`src/rtl/stream_demux.sv`:
```
// stream_demux: routes one valid/ready input stream to one of two output
// streams. Each output is buffered by its own DEPTH-entry FIFO, so
// backpressure on one output never stalls traffic bound for the other.
// Per-output 16-bit counters record how many words were accepted for it.
module stream_demux #(
  parameter int DATA_W = 32,
  parameter int DEPTH  = 2    // power of two, >= 2
) (
  input  logic              clk,
  input  logic              rst_n,
  input  logic              in_valid,
  output logic              in_ready,
  input  logic [DATA_W-1:0] in_data,
  input  logic              in_sel,
  output logic              out0_valid,
  input  logic              out0_ready,
  output logic [DATA_W-1:0] out0_data,
  output logic              out1_valid,
  input  logic              out1_ready,
  output logic [DATA_W-1:0] out1_data,
  output logic [15:0]       cnt0,
  output logic [15:0]       cnt1
);

  // Pointers carry one extra wrap bit so that full and empty stay distinct
  // at every occupancy from 0 to DEPTH.
  localparam int PTR_W = $clog2(DEPTH);

  logic [1:0]             empty;
  logic [1:0]             full;
  logic [1:0]             push;
  logic [1:0]             pop;
  logic [1:0]             out_ready;
  logic [1:0][DATA_W-1:0] head;
  logic [1:0][15:0]       cnt;

  assign out_ready = {out1_ready, out0_ready};

  // NOTE: in_ready looks only at the selected FIFO's full flag, never at a
  // same-cycle pop; this keeps the ready path short and avoids a
  // combinational loop through the downstream ready.
  assign in_ready = in_sel ? ~full[1] : ~full[0];

  for (genvar g = 0; g < 2; g++) begin : g_fifo
    logic [DATA_W-1:0] mem [DEPTH];
    logic [PTR_W:0]    wr_ptr;
    logic [PTR_W:0]    rd_ptr;

    assign empty[g] = (wr_ptr == rd_ptr);
    assign full[g]  = (wr_ptr[PTR_W] != rd_ptr[PTR_W]) &&
                      (wr_ptr[PTR_W-1:0] == rd_ptr[PTR_W-1:0]);
    assign push[g]  = in_valid && in_ready && (in_sel == 1'(g));
    // A ready with nothing buffered is simply ignored.
    assign pop[g]   = ~empty[g] && out_ready[g];
    assign head[g]  = mem[rd_ptr[PTR_W-1:0]];

    // FIFO storage, pointers and accept counter for this output.
    always_ff @(posedge clk or negedge rst_n) begin
      if (!rst_n) begin
        wr_ptr <= '0;
        rd_ptr <= '0;
        cnt[g] <= '0;
        // NOTE: storage is cleared too, so the head (and therefore outN_data)
        // reads zero during and right after reset rather than stale words.
        for (int i = 0; i < DEPTH; i++) begin
          mem[i] <= '0;
        end
      end else begin
        if (push[g]) begin
          mem[wr_ptr[PTR_W-1:0]] <= in_data;
          wr_ptr                 <= wr_ptr + 1'b1;
          cnt[g]                 <= cnt[g] + 16'd1;
        end
        if (pop[g]) begin
          rd_ptr <= rd_ptr + 1'b1;
        end
      end
    end
  end

  assign out0_valid = ~empty[0];
  assign out1_valid = ~empty[1];
  assign out0_data  = head[0];
  assign out1_data  = head[1];
  assign cnt0       = cnt[0];
  assign cnt1       = cnt[1];

endmodule

```
`config.mk`:
```
export PLATFORM = sky130hd
export DESIGN_NAME = stream_demux
export DESIGN_NICKNAME = d
export VERILOG_FILES = /design/src/rtl/stream_demux.sv
export SDC_FILE = /design/constraint.sdc
export NUM_CORES = 1
export LEC_CHECK = 0
export ABC_AREA = 1
export CELL_PAD_IN_SITES_DETAIL_PLACEMENT = 1
export CELL_PAD_IN_SITES_GLOBAL_PLACEMENT = 1
export CORE_MARGIN = 5
export CORE_UTILIZATION = 42
export CTS_CLUSTER_DIAMETER = 50
export DETAILED_ROUTE_END_ITERATION = 8
export GPL_TIMING_DRIVEN = 0
export PLACE_DENSITY = 0.95
export SETUP_SLACK_MARGIN = 0.02
export SKIP_LAST_GASP = 1
export SYNTH_ARGS = -nofsm -noshare
export SYNTH_HDL_FRONTEND = slang
export SYNTH_SLANG_ARGS = --single-unit
export TNS_END_PERCENT = 1
```
`constraint.sdc`:
```
create_clock -name clk -period 2.53 [get_ports clk]
set_input_delay 0.759 -clock clk [delete_from_list [all_inputs] [get_ports clk]]
set_output_delay 0.759 -clock clk [all_outputs]
set_load 0.01 [all_outputs]
```
==> impl_metrics.tcl <==
set metrics [dict create \
    outcome "finished, violations left" \
    violations "setup timing" \
    area_delta_synth_final_pct 28.9 \
    worstPathCellList "buf_2, inv_4, clkbuf_8, nand2_1, nand2_1, clkdlybuf4s50_1" \
    avgSynthCellArea_um2 7.91 \
    slew_violations 0 \
    p_leak_nw 5.16 \
    cp.required_ps 1770 \
    clock.fmax_mhz 359 \
    layout_common_cells "466 x nand2_1, 168 x dfrtp_1, 107 x clkdlybuf4s50_1" \
    finalInstanceArea_um2 10300 \
    worst_pin_slew_ps 644 \
    dieWidth_um 148 \
    initial_core_util 0.426 \
    cp-start-kind "flip-flop" \
    setup-violations-final 53 \
    globalplace.congestion 0.821 \
    cts.sinks 168 \
    ir_worst_vdd_v 0.000621 \
    cp_common_cell "nand2_1" \
    io_buffers 136 \
    clk_pin_slew_ps 70 \
    layout.cells.most_common "nand2_1" \
    worstHoldPathType "in -> async" \
    slowest_stage "clkdlybuf4s50_1" \
    core_area_um2 18700 \
    power.density_nw_per_um2 1250 \
    ys_warn_count 0 \
    fillers 2265 \
    slew_headroom 0.571 \
    drt_iter0_markers 364 \
    root_buffer "clkbuf_16" \
    worst-path-buf-inv 4 \
    seq_area_frac_synth 0.527 \
    timing.final.crit_share 1.10 \
    finalPower_mw 12.8 \
    dp_hpwl_um 18700 \
    fin_cells 1410 \
    ant_nets 0 \
    gr-total-overflow 0 \
    syn_area_um2 7980 \
    grt_start_max_net_pins 90 \
    path_max_fanout 10 \
    drv_cap 0 \
    critPathCaptureType "primary output" \
    cts_buffer_depth 2 \
    clock_skew_ps 7.66 \
    layout-drive-gt1-share 0.0697 \
    fin_hold_ws_ps 299 \
    place_inst 1379 \
    r2r_start "g_fifo[0].wr_ptr[0]" \
    cts_buffers 17 \
    first_pass_iters 4 \
    syn_inst 1008 \
    die_height_um 148 \
    io_pins 137 \
    grt_usage 0.254 \
    grt_pass1_vias 8432 \
    fin_crit_ps 2790 \
    pre_cts_ws_ps -608 \
    rows 50 \
    slowest_delay_ps 550 \
    hold_viol 0 \
    htree_levels 4 \
    reg2regPathDepth 11 \
    worst_slack_ps -256 \
    yosys.cell_types.count 25 \
    wirelength_um 26900 \
    cpLargestDelayFamily "buffers and inverters" \
    avgRoutedWirePerCell_um 19.1 \
    grt_first_pass_wirelength_um 44600 \
    dieArea_um2 21900 \
    place_area_um2 9660 \
    dr_total_vias 7677 \
    drc 0 \
    synth_nets 1048 \
    clock_latency_ps 430 \
    cts_setup_buffers 0 \
    reg2reg_to "g_fifo[0].mem[30]" \
    rsz0062_at_grt "yes" \
    cts_tree "yes" \
    synth-seq-cells 168 \
    vias_per_cell 5.44 \
    antenna_cells 0 \
    nets 1204 \
    critical_path_class "reg -> out" \
    critPathArrivalTime_ps 2030 \
    antenna_found_initial 0 \
    r2r_setup_slack_ps 320 \
]
## flip-flops by register name, summed over array words and instances (netlist names)
register,flops
cnt0,16
g_fifo.mem,128
g_fifo.rd_ptr,4
g_fifo.wr_ptr,4
cnt1,16
## metrics by stage
step / util / TNS (ps)
final: 0.550 / -8930
after floorplan: - / 0
after detailed placement: 0.517 / -27510
after CTS: 0.549 / -9560
after global placement: 0.515 / -1102710
after global routing: 0.550 / -14890
## worst reg2reg max path: stages, from the launching register on
cell	delay, ps
dfrtp_1	370
buf_4	190
inv_2	150
nand2_1	80
nand2_1	100
nand2_1	80
nand2_1	80
nand2_1	110
nand4_2	200
clkbuf_1	500
nand2_1	140
nand2_1	130
## layer usage
| metal | vias up | routed length (um) | global-route usage |
|---|---|---|---|
| li1 | 3522 | - | - |
| met1 | 3848 | 11300 | 0.316 |
| met2 | 233 | 13400 | 0.439 |
| met3 | 74 | 1210 | 0.0487 |
| met4 | 0 | 991 | 0.0984 |
| met5 | - | 0 | 0 |
## worst max-delay path by stage
| stage | startpoint | end | slack [ps] | cells past startpoint |
|---|---|---|---|---|
| global route | g_fifo[1].rd_ptr[0] | out1_data[22] | -360 | 4 |
| finish | g_fifo[0].rd_ptr[0] | out0_data[19] | -260 | 6 |
| CTS | g_fifo[1].rd_ptr[0] | out1_data[17] | -260 | 4 |
| global placement | rst_n | g_fifo[0].mem[16] | -6460 | 1 |
| floorplan | in_sel | in_ready | 660 | 3 |
| detailed placement | in_sel | in_ready | -610 | 5 |
## synthesized netlist by cell type
cell type / instances / area, um2
nand4_1: 70 / 438
dfrtp_1: 168 / 4200
nor2_4: 1 / 11.3
a21oi_1: 2 / 10.0
ha_1: 2 / 25.0
buf_6: 6 / 67.6
nor2_1: 27 / 101
nand4_2: 2 / 25.0
o21ai_0: 96 / 480
buf_4: 4 / 30.0
nand2_1: 466 / 1750
inv_2: 4 / 15.0
clkbuf_1: 37 / 139
nor3b_1: 1 / 7.51
inv_1: 54 / 203
nand3_2: 1 / 10.0
xnor2_1: 9 / 78.8
nand2_2: 1 / 6.26
nand3b_1: 1 / 7.51
xor2_1: 20 / 175
nor2_2: 2 / 12.5
nor3_4: 1 / 16.3
nand3_1: 17 / 85.1
buf_2: 13 / 65.1
nor3_1: 3 / 15.0
## report_power, final
part | total, mW | switching, mW | internal (mW) | leakage (nW)
registers | 4.44 | 0.654 | 3.79 | 2.12
clock network | 2.53 | 1.14 | 1.39 | 0.263
logic | 5.88 | 3.48 | 2.39 | 2.78
total | 12.8 | 5.28 | 7.57 | 5.16
## cell type report
type,instances,area (um2),area share
repair buffers,137,1360,0.133
multi-input cells,722,3260,0.317
flip-flops and latches,168,4200,0.409
plain buffers,60,380,0.0370
clock buffers,18,439,0.0427
well taps,234,293,0.0285
clock inverters,13,124,0.0120
inverters,58,220,0.0214
## kinds of logic (layout without fill, tap and decap cells)
family          count (synthesis)  after routing  share of synthesized area
simple gates                  593            593                      0.311
buf+inv                       118            286                     0.0651
compound gates                 98             98                     0.0615
fa+ha+maj                       2              2                    0.00314
flops                         168            168                      0.527
xor+xnor                       29             29                     0.0318
## repair_timing
item / CTS / global route
hold buffers: 0 / 0
resized for setup: 65 / 1
pin swaps: 0 / 0
gates cloned: 0 / 0
hold endpoints to repair: 0 / 0
setup endpoints to repair: 67 / 67
(Power assumes the default switching activity.)
==> RTL change, RTL diff (same settings) <==
Set the parameter `DATA_W` to 16 (it was 32).
--- a/src/rtl/stream_demux.sv
+++ b/src/rtl/stream_demux.sv
@@ -4,5 +4,5 @@
 // Per-output 16-bit counters record how many words were accepted for it.
 module stream_demux #(
-  parameter int DATA_W = 32,
+  parameter int DATA_W = 16,
   parameter int DEPTH  = 2    // power of two, >= 2
 ) (
Ports: changed (resized in_data, out0_data and out1_data); port bits go from 137 to 89. No check against the original RTL was run, so the function may have changed too.
==> RTL change against the unedited design <==
The run still ends with negative setup slack left; area after synthesis is 35% lower; critical path depth is 3 lower; via count decreased by 37%; synthesized cell count decreased by 36%; total power shrank 41%; design area fell by 35%; setup slack better by 0.079 ns; routed wire length shrank 41%; register-to-register slack improved by 0.43 ns; sequential share of layout area decreased by 1.7 points; sequential cell count shrank 64; critical path type unchanged.
==> RTL change: results (changes against the unedited design) <==
metric	value	unit	change
CP max-delay cell	clkdlybuf4s50_1		unchanged
H-tree levels	3		was 4
Area contributors post-synth	dfrtp_1 (50%), nand2_1 (20%), nand4_1 (4.8%), o21ai_0 (4.7%), xor2_1 (3.2%)		was dfrtp_1 (53%), nand2_1 (22%), o21ai_0 (6.0%), nand4_1 (5.5%), inv_1 (2.5%)
VDD IR-drop max	694	uV	was 621 uV
initial antenna violation count	0		unchanged
post-route cell area	6640	sq um	was 10300 sq um
setup_tns	-2.14	ns	was -8.93 ns
DP Worst Slack	-0.649	ns	was -0.608 ns
dpl cells	902		was 1379
DR iter-0 viols	274		was 364
routability congestion estimate	0.835		was 0.821
CP max FO	10		unchanged
status	finished, violations left		unchanged
Root Driver	clkbuf_16		unchanged
Post-synth top flop	dfrtp_1		unchanged
Worst Skew	0.00944	ns	was 0.00766 ns
max reg flops	64		was 128
final cell count without fillers	918		was 1410
global routing usage on met1	27.0	%	was 31.6%
first-pass GRT wire length	26600	microns	was 44600 microns
Worst EP arrival	1.95	ns	was 2.03 ns
Internal Power	0.00447	W	was 0.00757 W
Hold Path Class	input pin to async pin		unchanged
post-route setup slack	-0.177	ns	was -0.256 ns
Tightest Pin Transition	0.581	ns	was 0.644 ns
number of fill cells	1477		was 2265
Num CTS Buffers	9		was 17
post-placement cell area	6310	sq um	was 9660 sq um
overall power	0.00758	W	was 0.0128 W
Pleak	3.25	nW	was 5.16 nW
P_comb	0.00345	W	was 0.00588 W
vias in the first global route	5273		was 8432
CTS Buffer Depth	2		unchanged
Synth Net Count	669		was 1048
GRT Total Usage	22.9	%	was 25.4%
met2 Use GR	41.5	%	was 43.9%
setup violators final	25		was 53
GR Util met3	4.34	%	was 4.87%
Seq group	0.00273	W	was 0.00444 W
WL/cell	17.4	microns	was 19.1 microns
commonest cells in the synthesized netlist	nand2_1 (283), dfrtp_1 (104), o21ai_0 (49)		was nand2_1 (466), dfrtp_1 (168), o21ai_0 (96)
drt via density	5.23		was 5.44
fraction of layout cells with a size suffix above 1	8.53	%	was 6.97%
largest reg by FF count	g_fifo.mem		unchanged
Largest stage delay, worst path	0.62	ns	was 0.55 ns
Final Net Count	769		was 1204
Worst-Skew Late Latency	0.36	ns	was 0.43 ns
Gate Count Post-Synth	645		was 1008
Worst-path clk slew	0.08	ns	
PortBufs	88		was 136
sequential area share after synthesis	50.1	%	was 52.7%
Post-DP HPWL	11700	microns	was 18700 microns
largest net degree at the start of global routing	74		was 90
Netlist cell types	27		was 25
Ant. Diodes	0		unchanged
drt pass-1 iters	4		unchanged
violated checks	negative setup slack		unchanged
-- RTL change: logic make-up (layout without fill, tap and decap cells) --
| family | Yosys count | count (layout) | share of synthesized area, % |
|---|---|---|---|
| DFF | 104 | 104 | 50.1 |
| buffers and inverters | 68 | 173 | 6.43 |
| adders and majority gates | 2 | 2 | 0.481 |
| and+or+nand+nor | 391 | 391 | 33.1 |
| xor gates and xnor gates | 29 | 29 | 5.03 |
| AOI/OAI and AO/OA | 51 | 51 | 4.91 |
-- RTL change: critical path, delay by kind of cell, from the launching register on --
kind,cells,cell delay (ns)
AO/OA/AOI/OAI,1,0.27
buffers and inverters,2,0.85
flip-flops,1,0.47
-- RTL change: path summary, 6_finish.rpt --
check | start | end | slack [ns] | cells past startpoint
max | g_fifo[1].rd_ptr[0] | out1_data[9] | -0.18 | 3
min | rst_n | cnt0[4] | 0.34 | 1
max reg2reg | g_fifo[1].wr_ptr[0] | cnt1[10] | 0.75 | 8
min reg2reg | g_fifo[0].mem[24] | g_fifo[0].mem[24] | 0.49 | 2
max in group asynchronous | rst_n | g_fifo[1].rd_ptr[0] | 1.45 | 2
min in group clk | g_fifo[0].mem[24] | g_fifo[0].mem[24] | 0.49 | 2
-- RTL change: layout make-up --
class / count / share of cell area (%)
Clock buffer: 9 / 3.39
Multi-Input combinational cell: 473 / 34.1
Inverter: 39 / 2.34
Tap cell: 168 / 3.17
Clock inverter: 7 / 1.09
Buffer: 28 / 2.92
Sequential cell: 104 / 39.2
Timing Repair Buffer: 90 / 13.8
-- RTL change: repair_timing --
action                     4_1_cts  5_1_grt
setup endpoints to repair       35       35
gates resized for setup         14        4
buffers inserted                 1        0
hold buffers                     0        0
-- RTL change: per-layer routing --
metal	up-vias	wire length (microns)
li1	2256	-
met1	2395	6570
met2	128	8440
met3	26	697
met4	0	296
met5	-	0
